## config.mk

```make
export PLATFORM = sky130hd
export DESIGN_NAME = pc_sequencer
export DESIGN_NICKNAME = d
export VERILOG_FILES = /design/src/rtl/pc_pkg.sv /design/src/rtl/pc_return_stack.sv /design/src/rtl/pc_sequencer.sv
export SDC_FILE = /design/constraint.sdc
export NUM_CORES = 1
export LEC_CHECK = 0
export ABC_AREA = 1
export CAP_MARGIN = 20
export CORE_MARGIN = 4
export CORE_UTILIZATION = 50
export DETAILED_ROUTE_END_ITERATION = 10
export PLACE_DENSITY = 0.82
export SLEW_MARGIN = 20
export SYNTH_ARGS = -nofsm -noshare
export SYNTH_HDL_FRONTEND = slang
export SYNTH_SLANG_ARGS = --single-unit
```

## constraint.sdc

```tcl
create_clock -name clock -period 2.3 [get_ports clock]
set_input_delay 0.345 -clock clock [delete_from_list [all_inputs] [get_ports clock]]
set_output_delay 0.345 -clock clock [all_outputs]
set_load 0.03 [all_outputs]
```

## src/rtl/pc_pkg.sv

```systemverilog
// Shared definitions for the program-counter sequencer: op encodings,
// op width and the sequencer state type.
package pc_pkg;

    localparam int OP_W = 3;

    typedef enum logic [OP_W-1:0] {
        OP_HOLD   = 3'd0,
        OP_INC    = 3'd1,
        OP_BRANCH = 3'd2,
        OP_CALL   = 3'd3,
        OP_RET    = 3'd4
    } op_e;

    typedef enum logic {
        ST_HOLDOFF = 1'b0,
        ST_RUN     = 1'b1
    } seq_state_e;

endpackage

```

## src/rtl/pc_return_stack.sv

```systemverilog
// LIFO of return addresses. Pushes when full and pops when empty are
// ignored here; the sequencer records them as overflow/underflow.
module pc_return_stack
    import pc_pkg::*;
#(
    parameter int ADDR_W      = 11,
    parameter int STACK_DEPTH = 4
) (
    input  logic                             clock,
    input  logic                             reset,
    input  logic                             i_push,
    input  logic                             i_pop,
    input  logic [ADDR_W-1:0]                i_data,
    output logic [ADDR_W-1:0]                o_top,
    output logic [$clog2(STACK_DEPTH+1)-1:0] o_depth,
    output logic                             o_full,
    output logic                             o_empty
);

    localparam int DW = $clog2(STACK_DEPTH + 1);
    localparam int IW = (STACK_DEPTH > 1) ? $clog2(STACK_DEPTH) : 1;

    logic [ADDR_W-1:0] r_mem [STACK_DEPTH];
    logic [DW-1:0]     r_depth;
    logic [IW-1:0]     w_wrIdx;
    logic [IW-1:0]     w_rdIdx;
    logic              w_doPush;
    logic              w_doPop;

    // The write slot is the current depth; the top entry sits one below it.
    assign w_wrIdx  = r_depth[IW-1:0];
    assign w_rdIdx  = w_wrIdx - IW'(1);
    assign o_full   = (r_depth == DW'(STACK_DEPTH));
    assign o_empty  = (r_depth == '0);
    assign w_doPush = i_push && !o_full;
    assign w_doPop  = i_pop && !o_empty;
    assign o_depth  = r_depth;
    assign o_top    = r_mem[w_rdIdx];

    // Entry storage needs no reset: slots above depth are never read as valid.
    always_ff @(posedge clock) begin
        if (w_doPush) begin
            r_mem[w_wrIdx] <= i_data;
        end
    end

    // Occupancy counter; reset empties the stack regardless of push/pop.
    always_ff @(posedge clock) begin
        if (reset) begin
            r_depth <= '0;
        end else if (w_doPush) begin
            r_depth <= r_depth + DW'(1);
        end else if (w_doPop) begin
            r_depth <= r_depth - DW'(1);
        end
    end

endmodule

```

## src/rtl/pc_sequencer.sv

```systemverilog
// Program-counter sequencer: pc register, post-reset holdoff cycle,
// next-pc selection and sticky stack error flags around a return stack.
module pc_sequencer
    import pc_pkg::*;
#(
    parameter int                ADDR_W      = 11,
    parameter int                STACK_DEPTH = 4,
    parameter logic [ADDR_W-1:0] RESET_VEC   = '0
) (
    input  logic                             clock,
    input  logic                             reset,
    input  logic [OP_W-1:0]                  op,
    input  logic [ADDR_W-1:0]                target,
    input  logic                             stall,
    output logic [ADDR_W-1:0]                pc,
    output logic                             pc_valid,
    output logic [$clog2(STACK_DEPTH+1)-1:0] depth,
    output logic                             overflow,
    output logic                             underflow
);

    seq_state_e        r_state;
    logic [ADDR_W-1:0] r_pc;
    logic              r_pcValid;
    logic              r_overflow;
    logic              r_underflow;

    logic              w_run;
    logic              w_isCall;
    logic              w_isRet;
    logic [ADDR_W-1:0] w_pcInc;
    logic [ADDR_W-1:0] w_nextPc;
    logic [ADDR_W-1:0] w_top;
    logic              w_full;
    logic              w_empty;

    // The stack only moves on an unstalled cycle after holdoff.
    assign w_run    = (r_state == ST_RUN) && !stall;
    assign w_isCall = (op == OP_CALL);
    assign w_isRet  = (op == OP_RET);
    assign w_pcInc  = r_pc + ADDR_W'(1);

    pc_return_stack #(
        .ADDR_W      (ADDR_W),
        .STACK_DEPTH (STACK_DEPTH)
    ) u_stack (
        .clock   (clock),
        .reset   (reset),
        .i_push  (w_run && w_isCall),
        .i_pop   (w_run && w_isRet),
        .i_data  (w_pcInc),
        .o_top   (w_top),
        .o_depth (depth),
        .o_full  (w_full),
        .o_empty (w_empty)
    );

    // Next-pc selection; a RET on an empty stack falls through to pc+1.
    always_comb begin
        w_nextPc = r_pc;
        case (op)
            OP_INC:    w_nextPc = w_pcInc;
            OP_BRANCH: w_nextPc = target;
            OP_CALL:   w_nextPc = target;
            OP_RET:    w_nextPc = w_empty ? w_pcInc : w_top;
            default:   w_nextPc = r_pc;
        endcase
    end

    // Holdoff/run FSM with pc register and sticky flags; reset overrides all.
    always_ff @(posedge clock) begin
        if (reset) begin
            r_state     <= ST_HOLDOFF;
            r_pc        <= RESET_VEC;
            r_pcValid   <= 1'b0;
            r_overflow  <= 1'b0;
            r_underflow <= 1'b0;
        end else begin
            case (r_state)
                ST_HOLDOFF: begin
                    r_state   <= ST_RUN;
                    r_pcValid <= 1'b1;
                end
                default: begin
                    if (!stall) begin
                        r_pc <= w_nextPc;
                        if (w_isCall && w_full) begin
                            r_overflow <= 1'b1;
                        end
                        if (w_isRet && w_empty) begin
                            r_underflow <= 1'b1;
                        end
                    end
                end
            endcase
        end
    end

    assign pc        = r_pc;
    assign pc_valid  = r_pcValid;
    assign overflow  = r_overflow;
    assign underflow = r_underflow;

endmodule

```

==> summary.txt <==
STA
  – Clock Skew: 5.27 ps
  – Setup TNS: 0 ps
  – Worst slew margin: 0.699
  – Worst Slack Setup Final: 247 ps
  – Final setup fails: 0
  – Slew Viols, Final: 0
  – Min cycle time layout: 2050 ps
  – Fmax: 0.487 GHz
  – Slew @ Worst Pin: 451 ps
  – Final period util: 0.893
  – RSZ-0062 raised after global routing: no
  – Final hold viol count: 0

Clock network
  – # H-tree levels: 3
  – CTS tree: done
  – Clock transition at path regs: 70 ps
  – Root buffer cell: clkbuf_8
  – CTS max path bufs: 2
  – Post-CTS Setup Inserts: 0
  – Clock sink total: 62
  – CTS buffer count: 9
  – Clock insertion delay at the later pin of the skew report: 330 ps

Global routing
  – First-pass GRT wire length: 10.8 mm
  – Largest net degree at the start of global routing: 28
  – Antenna violations before repair: 0
  – GRT overflow: 0
  – Vias in the first global route: 2238
  – Gr usage total: 0.187

Synthesis
  – Syn nets: 395
  – Syn Inst Count: 372
  – Synth Cell Area: 3130 um^2
  – Synth top area share: 0.422
  – Avg Cell Area, Syn: 8.42 um^2
  – Area leader, netlist: edfxtp_1
  – EDFF count, synth: 44
  – Distinct cells, synth: 26
  – FFs w/ async S/R, synth: 0
  – Commonest cells in the netlist: nand2_1, nor2_1, edfxtp_1, inv_1, nand3_1
  – Synth area leaders: edfxtp_1, dfxtp_1, nand2_1
  – Predominant post-synthesis flop cell: edfxtp_1
  – Warnings from Yosys: 0
  – Top-count cell post-synth: nand2_1
  – Register area share after synthesis: 0.537
  – Yosys reg bits: 62

Place
  – Port bufs: 33
  – Final HPWL DP: 4.73 mm
  – Pre-CTS setup slack: 57.1 ps
  – Gpl congestion: 0.913

Setup path
  – Worst Path Buf+Inv: 2
  – CP Class: reg -> out
  – CP Capture Point: depth[0]
  – CP required: 1960 ps
  – Crit. Startpoint: u_stack.o_depth[0]$_SDFFE_PP0P_
  – Worst-path cell chain: buf_4 -> clkdlybuf4s50_1
  – Reg2reg end: u_stack.r_mem[0][4]$_DFFE_PP_
  – FF-to-FF Start: u_stack.o_depth[1]$_SDFFE_PP0P_
  – Startpoint Class: flip-flop
  – Max incr delay on CP: 730 ps
  – Crit path max-delay family: buffers and inverters
  – Worst R2R Setup Slack: 310 ps
  – CP endpoint kind: output port
  – Crit Path Max Fanout: 27
  – Worst R2R Path Depth: 7
  – Slowest CP cell: clkdlybuf4s50_1
  – Critical Path Stages: 2
  – Worst endpoint data arrival time: 1710 ps

Layout
  – Layout area overhead: 19.2%
  – Layout cells sized above 1: 0.0929
  – Antenna fix cells: 0
  – Fillers: 484
  – Nets: 438

Pwr
  – VDD IR-drop max: 0.355 mV
  – Int Power: 1760 uW
  – Clock power frac: 0.359
  – Switching Fraction: 0.251
  – Sequential Power Share: 0.526
  – Leakage power: 0.00155 uW
  – Switching power: 590 uW
  – Combinational power share: 0.115
  – Pwr dens: 630 nW/um^2

Hold path
  – Hold wc startpoint: overflow$_SDFFE_PP0P_
  – Hold/Removal Path Class: reg -> reg

Detailed routing
  – Drt pass-1 iters: 5
  – Antenna viol nets, final: 0
  – Wirelength per Cell: 13.3 um
  – Drt drc: 0
  – Vias: 2562
  – First-iteration detailed-routing DRC count: 257
  – DRT Wirelength: 6.58 mm
  – Via/cell ratio: 5.18

Floorplan
  – Initial Utilization: 0.523
  – Die W: 87.1 um
  – IO Count: 34
  – Core area: 5990 um^2
  – Num rows: 28
  – Total Die Area: 7590 um^2
  – Die Span Y: 87.1 um

Status
  – Status: completed

Run
  – Max-cap violations: 0
per-layer routing:
layer	track usage	wire [um]	vias to the layer above
met1	0.260	3030	1150
met2	0.285	3040	95
li1	-	-	1307
met3	0.0303	398	10
met5	0	0	-
met4	0.0893	121	0
cell families after synthesis:
family | synth area share
AOI/OAI and AO/OA | 0.108
adders and majority gates | 0.0264
buffers and inverters | 0.0783
and+or+nand+nor | 0.245
DFF | 0.537
xor gates and xnor gates | 0.00559
through the flow:
stage | hold WS (ps) | util | power [uW] | cells | instance area (um^2)
after floorplan | 417 | - | 1430 | 372 | 3130
after global placement | 452 | 0.593 | 1520 | 479 | 3550
after detailed placement | 458 | 0.593 | 1530 | 479 | 3550
after CTS | 474 | 0.623 | 2360 | 495 | 3730
after global routing | 481 | 0.623 | 2450 | 495 | 3730
final | 472 | 0.623 | 2350 | 495 | 3730
flip-flops by register name (all words and copies together) (netlist names):
register,flops
overflow,1
pc,11
pc_valid,1
r_state,1
u_stack.o_depth,3
u_stack.r_mem,44
underflow,1
layout make-up:
| cell class | instances | area (um^2) | share of cell area |
|---|---|---|---|
| Sequential cell | 62 | 1680 | 0.450 |
| Tap cell | 75 | 93.8 | 0.0251 |
| Multi-Input combinational cell | 253 | 1210 | 0.323 |
| Clock inverter | 4 | 21.3 | 0.00570 |
| Clock buffer | 12 | 155 | 0.0416 |
| Timing Repair Buffer | 42 | 398 | 0.107 |
| Inverter | 47 | 176 | 0.0473 |
worst min-delay path by stage:
stage	cells after the start	slack [ps]	end
after floorplan	1	420	pc_valid$_SDFFE_PP0N_
after global placement	1	450	overflow$_SDFFE_PP0P_
after detailed placement	1	460	overflow$_SDFFE_PP0P_
after CTS	1	470	overflow$_SDFFE_PP0P_
after global routing	1	480	overflow$_SDFFE_PP0P_
final	1	470	overflow$_SDFFE_PP0P_
power groups by stage:
stage | registers [uW] | logic [uW] | clock network, uW
after detailed placement | 1260 | 268 | 0
after global placement | 1260 | 260 | 0
after global routing | 1240 | 298 | 914
final | 1240 | 270 | 845
after floorplan | 1290 | 140 | 0
after CTS | 1240 | 269 | 856
cell usage in the layout (no fill, tap or decap), types with 9 or more instances in the layout:
cell type / instances
nand2_1: 88
nor2_1: 50
inv_1: 44
edfxtp_1: 44
nand3_1: 34
clkdlybuf4s50_1: 33
o21ai_0: 28
a21oi_1: 24
dfxtp_1: 18
clkbuf_8: 11
buf_4: 9
repair_timing:
action                     4_1_cts  5_1_grt
setup endpoints to repair        0       22
hold buffers                     0        0
resized for setup                0        1
hold endpoints to repair         0        0
worst register-to-register path: cells and delay by family, from the launching register on:
kind | cells | cell delay, ps
adders and majority gates | 1 | 190
and+or+nand+nor | 2 | 530
buffers and inverters | 4 | 670
DFF | 1 | 310
No activity file was read; power rests on OpenSTA's default activity.
